===== src/rtl/chain_input_arbiter.sv =====
// Round-robin front end for a component chain: shares one value/enable
// input among NUM_REQ requesters with bounded bursts and a registered output.
module chain_input_arbiter #(
  parameter int NUM_REQ   = 4,
  parameter int WIDTH     = 16,
  parameter int MAX_BURST = 4
) (
  input  logic                       clock,
  input  logic                       reset,
  input  logic [NUM_REQ*WIDTH-1:0]   in_value,
  input  logic [NUM_REQ-1:0]         in_enable,
  output logic [NUM_REQ-1:0]         in_ready,
  output logic [WIDTH-1:0]           out_value,
  output logic                       out_enable,
  output logic [NUM_REQ-1:0]         out_grant,
  output logic [((NUM_REQ > 1) ? $clog2(NUM_REQ) : 1)-1:0] out_owner
);

  localparam int IW = (NUM_REQ > 1) ? $clog2(NUM_REQ) : 1;
  localparam int CW = $clog2(MAX_BURST + 1);

  localparam logic [0:0] IDLE = 1'b0;
  localparam logic [0:0] HOLD = 1'b1;

  localparam logic [IW-1:0] LAST_RST = IW'(NUM_REQ - 1);
  localparam logic [CW-1:0] MB_C     = CW'(MAX_BURST);

  logic [0:0]        fsm;
  logic [IW-1:0]     owner;
  logic [IW-1:0]     last;
  logic [CW-1:0]     burst_cnt;

  logic [WIDTH-1:0]  vals [NUM_REQ];

  logic              cont;
  logic              found;
  logic [IW-1:0]     win;
  logic [IW-1:0]     sel;
  logic              accept;
  logic              releasing;
  int                base;

  for (genvar g = 0; g < NUM_REQ; g++) begin : g_unpack
    assign vals[g] = in_value[g*WIDTH +: WIDTH];
  end

  assign releasing = (fsm == HOLD);

  assign cont = (fsm == HOLD)
             && in_enable[owner]
             && (burst_cnt < MB_C);

  // Scan starts just past the reference, so the releasing owner comes last.
  always_comb begin
    logic [IW-1:0] idx;
    found = 1'b0;
    win   = '0;
    idx   = '0;
    base  = (int'(releasing ? owner : last) + 1) % NUM_REQ;
    for (int k = 0; k < NUM_REQ; k++) begin
      idx = IW'((base + k) % NUM_REQ);
      if (!found && in_enable[idx]) begin
        found = 1'b1;
        win   = idx;
      end
    end
  end

  assign sel    = cont ? owner : win;
  assign accept = !reset && (cont || found);

  always_comb begin
    in_ready = '0;
    for (int i = 0; i < NUM_REQ; i++) begin
      in_ready[i] = accept && (sel == IW'(i));
    end
  end

  always_ff @(posedge clock) begin
    if (reset) begin
      fsm       <= IDLE;
      owner     <= '0;
      last      <= LAST_RST;
      burst_cnt <= '0;
    end else if (cont) begin
      burst_cnt <= burst_cnt + CW'(1);
    end else begin
      if (releasing) begin
        last <= owner;
      end
      if (found) begin
        fsm       <= HOLD;
        owner     <= win;
        burst_cnt <= CW'(1);
      end else begin
        fsm       <= IDLE;
        burst_cnt <= '0;
      end
    end
  end

  // Output stage: value/owner hold on idle cycles, grant clears.
  always_ff @(posedge clock) begin
    if (reset) begin
      out_value  <= '0;
      out_enable <= 1'b0;
      out_grant  <= '0;
      out_owner  <= '0;
    end else begin
      out_enable <= accept;
      out_grant  <= in_ready;
      if (accept) begin
        out_value <= vals[sel];
        out_owner <= sel;
      end
    end
  end

endmodule


===== config.mk =====
export PLATFORM = sky130hd
export DESIGN_NAME = chain_input_arbiter
export DESIGN_NICKNAME = d
export VERILOG_FILES = /design/src/rtl/chain_input_arbiter.sv
export SDC_FILE = /design/constraint.sdc
export NUM_CORES = 1
export LEC_CHECK = 0
export BUFFER_PORTS_ARGS = -buffer_cell sky130_fd_sc_hd__buf_2
export CORE_ASPECT_RATIO = 2
export CORE_MARGIN = 5
export CORE_UTILIZATION = 42
export CTS_BUF_LIST = sky130_fd_sc_hd__clkbuf_8
export DETAILED_ROUTE_END_ITERATION = 8
export PLACE_DENSITY_LB_ADDON = 0.2
export SYNTH_ARGS = -nofsm -noshare
export SYNTH_HDL_FRONTEND = slang
export SYNTH_SLANG_ARGS = --single-unit

===== constraint.sdc =====
create_clock -name clock -period 2.8 [get_ports clock]
set_input_delay 0.42 -clock clock [delete_from_list [all_inputs] [get_ports clock]]
set_output_delay 0.42 -clock clock [all_outputs]
set_load 0.005 [all_outputs]

Word level (Yosys, flattened, before mapping):

Index checks and enable logic that the tools add are counted.

* register bits after elaboration: 31
* word-level logic and storage cells: 69
* output and inout port bits: 27

* $add $sub $neg: 5
* order comparisons: 7
* equal/unequal tests: 3
* bitwise operators: 2
* multiplexer cells: 26
* reduce and logical (&&, ||, !) cells: 18

Operator list (count)
* $bmux 16 s2: 1
* $mux 16: 2
* $lt 2x3->1 const B: 5
* $mux 2: 6
* $mux 1: 11
* $bmux 1 s2: 5
* $logic_and 1x1->1: 10
* $add 2x1->2 const B: 2
* $add 2x2->2 const B: 2
* $eq 2x2->1 const B: 2
* $logic_not 1->1: 4
* $reduce_and 2->1: 2
* $add 3x1->3 const B: 1
* $ge 3x3->1 const B: 1
* $lt 3x3->1 const B: 1
* $mux 3: 1
* $not 2->3: 1
* $eq 2x1->1 const B: 1
* $logic_not 2->1: 1
* $logic_or 1x1->1: 1
* $not 1->1: 1

Depth between registers and ports, before layout:

* word-level depth: 19
* depth in mapped cells: 8
* gate-level depth less buffers: 6

Worst setup path after synthesis:

Ideal clock, no wire load.

* kind: reg-to-output
* from: register fsm
* to: output port in_ready[1]
* slack: 0.653 ns
* stages on the path, launching flop included: 9
* arrival time: 1.727 ns
* data required time: 2.380 ns
* path through: dfxtp_1 buf_6 mux2i_1 a211o_1 o211ai_1 o21a_1 nand2_2 buf_2 nor2_1

* longest elaborated chain between the ends: 17
* elaborated cells between the ends (all ways): 34

RTL lines
* start, declared: RTL line 28 `logic [0:0] fsm;`
* start signal, assigned: RTL line 81 `fsm <= IDLE;`
* start signal, assigned: RTL line 92 `fsm <= HOLD;`
* start signal, assigned: RTL line 96 `fsm <= IDLE;`
* parallel branches: the longest is 16 deep, another holds $add 2x1->2
* $logic_and 1x1->1 (*): RTL line 75 `in_ready[i] = accept && (sel == IW'(i));`
* end, declared: RTL line 12 `output logic [NUM_REQ-1:0] in_ready,`

Every way passes the cells marked *. The select of a mux whose other input is x is not followed.

Worst setup path in the final report:

* from: register owner[0]
* to: output port in_ready[0]

* longest elaborated chain between the ends: 17
* elaborated cells between the ends (all ways): 36

RTL lines
* start, declared: RTL line 29 `logic [IW-1:0] owner;`
* start signal, assigned: RTL line 93 `owner <= win;`
* parallel branches: the longest is 16 deep, another holds $add 2x1->2
* $logic_and 1x1->1 (*): RTL line 75

Marked as above.

==> results.toml <==
[hold_path]
holdPathEnd = "out_owner[0]"
hp-class = "input pin to flip-flop"
hp-start = "reset"
holdPathStages = 2

[final_layout]
stdcell_count = 323
area_growth_pct = 35.7
final_nets = 341
diodes = 0
drive_above_1_share_pct = 50.2
fillers = 391

[logic_synthesis]
avgSynthCellArea_um2 = 10.3
yosys-top-cells-area = "dfxtp_1, mux2i_1, o221ai_2"
synth-edff-count = 0
syn_area_um2 = 1770
syn-num-nets = 243
ys_warn_count = 0
ys_seq_area_share_pct = 35.1
synth_cells = 172
ys.flop_type = "dfxtp_1"
yosys.cell_types.count = 39
synth_common_cells = "mux2i_1, dfxtp_1, nand2_1, o221ai_2, nor2_1"
yosysMostFrequentCell = "mux2i_1"
synth_top_area_share_pct = 35.1
async_reset_ff_share_pct = 0
ys_ff_latch = 31
synth_top_cell_by_area = "dfxtp_1"

[grt]
grt_pass1_vias = 1789
grt_first_pass_wirelength_um = 8010
antenna_found_initial = 0
grt-ovfl-total = 0
track_usage_pct = 17.9
grt_max_degree = 27

[placement]
place.gp.congestion = 0.869
hpwl_um = 3940
numPortBuffers = 96
dp_cells = 315

[drt]
drc = 0
ant_nets = 0
vias = 1665
drt_iter0_drc = 34
firstDrtPassIters = 2
viasPerCell = 5.15
wirelength_um = 4860
wire_per_inst_um = 15.0

[cts]
cts_buffers = 5
clk_pin_slew_ns = 0.06
clock_latency_ns = 0.28
htreeDepth = 2
cts.sinks = 31
cts_root_buf = "clkbuf_8"
cts_tree = "yes"
clk_path_buf_depth = 2

[status]
outcome = "completed"

[critical_path]
slowest_delay_ns = 0.47
arrival_ns = 2.15
r2r_setup_slack_ns = 0.46
startpoint_type = "flip-flop"
r2r_cells = 7
reg2reg_from = "owner[0]"
worstReg2RegEnd = "out_value[15]"
crit_path_end_kind = "primary output"
crit_required_ns = 2.38
path_cells = "mux2_2, nand4b_2, nand2_2, o31ai_4, and3_1, buf_2"
cp_max_fo = 9
crit_type = "flip-flop to primary output"
cpMaxStageDelayCell = "dfxtp_1"

[job]
max_cap_violations = 0

[die]
initial_core_util_pct = 43.3
dieHeight_um = 102
die_w_um = 55.9
die_area_um2 = 5690
rows = 33
io_pins = 97
core_um2 = 4090

[timing]
slew_viol_final = 0
grt_setup_unrepaired = "no"
skew_ns = 0.0102
period_needed_ns = 2.57
tns_ns = 0
period_share_pct = 91.7
fmax_ghz = 0.389
worst_pin_slew_ns = 0.424
setup_viol = 0
slew-limit-headroom_pct = 71.7
final-hold-violation-count = 0

[pwr]
power.density_nw_per_um2 = 626
p_leak_nw = 1.19
vdd_drop_max_mv = 0.339
[registers in the layout, summed over array words and instances, names as in the netlist]
| register | count |
|---|---|
| burst_cnt | 3 |
| fsm | 1 |
| last | 2 |
| out_enable | 1 |
| out_grant | 4 |
| out_owner | 2 |
| out_value | 16 |
| owner | 2 |
[through the flow]
stage	instance area [µm²]	util (%)	hold WS, ns	power [mW]	setup slack (ns)
floorplan	1770	-	0.424	0.946	0.653
global placement	2290	56.1	0.442	1.13	0.452
detailed placement	2290	56.1	0.445	1.13	0.390
CTS	2400	58.7	0.434	1.53	0.107
global route	2400	58.7	0.448	1.60	0.0812
finish	2400	58.7	0.440	1.50	0.231
[cells by family (layout without fill, tap and decap cells)]
logic type               Yosys count  after routing  share of synthesized area (%)
AND/OR/NAND/NOR                   58             58                           17.1
flip-flops                        31             31                           35.1
adder cells (fa/ha/maj)            1              1                          0.708
AO/OA/AOI/OAI                     32             32                           21.1
multiplexers                      37             37                           21.0
buffers and inverters             13            112                           4.95
[worst max path at each step]
stage	from	slack, ns	cells past startpoint	end
floorplan	fsm	0.65	8	in_ready[1]
global placement	fsm	0.45	7	in_ready[2]
global route	fsm	0.08	7	in_ready[2]
finish	owner[0]	0.23	6	in_ready[0]
CTS	fsm	0.11	7	in_ready[2]
detailed placement	fsm	0.39	7	out_value[15]
[report_power, final]
| part | internal (mW) | switching, mW |
|---|---|---|
| Combinational | 0.279 | 0.270 |
| Clock | 0.223 | 0.165 |
| Sequential | 0.517 | 0.0472 |
[what timing repair did]
action / 4_1_cts / 5_1_grt
endpoints found under the setup margin: 0 / 2
endpoints found under the hold margin: 0 / 0
gates resized for setup: 0 / 1
setup buffers: 0 / 0
hold buffers: 0 / 0
[critical path: cells and delay by family (launching register included)]
| kind | cells | cell delay (ns) |
|---|---|---|
| buffers and inverters | 1 | 0.11 |
| AOI/OAI and AO/OA | 1 | 0.45 |
| muxes | 1 | 0.39 |
| DFF | 1 | 0.47 |
| and+or+nand+nor | 3 | 0.45 |
[placed cells by master (no fill, tap or decap), drive strengths merged, types with 3 or more instances in the layout]
cell and instances:
nor3 4, nor2b 3, nand2 23, buf 103
o221ai 16, nor2 11, a21oi 4, dfxtp 31
clkbuf 7, mux2i 36, nand2b 4
[final cells by class]
class	count	area [µm²]	area share, %
Clock buffer	7	96.3	4.01
Sequential cell	31	622	25.9
Tap cell	52	65.1	2.71
Clock inverter	1	7.51	0.313
Timing Repair Buffer	103	546	22.7
Multi-Input combinational cell	128	1060	44.2
Inverter	1	3.75	0.156
[routing by layer]
layer | GRT usage [%] | up-vias | wire length, µm
met5 | 0 | - | 0
met4 | 7.86 | 0 | 118
met3 | 4.85 | 10 | 330
met2 | 35.9 | 62 | 2810
met1 | 16.3 | 761 | 1590
li1 | - | 832 | -
Power figures use the tool's default switching activity.
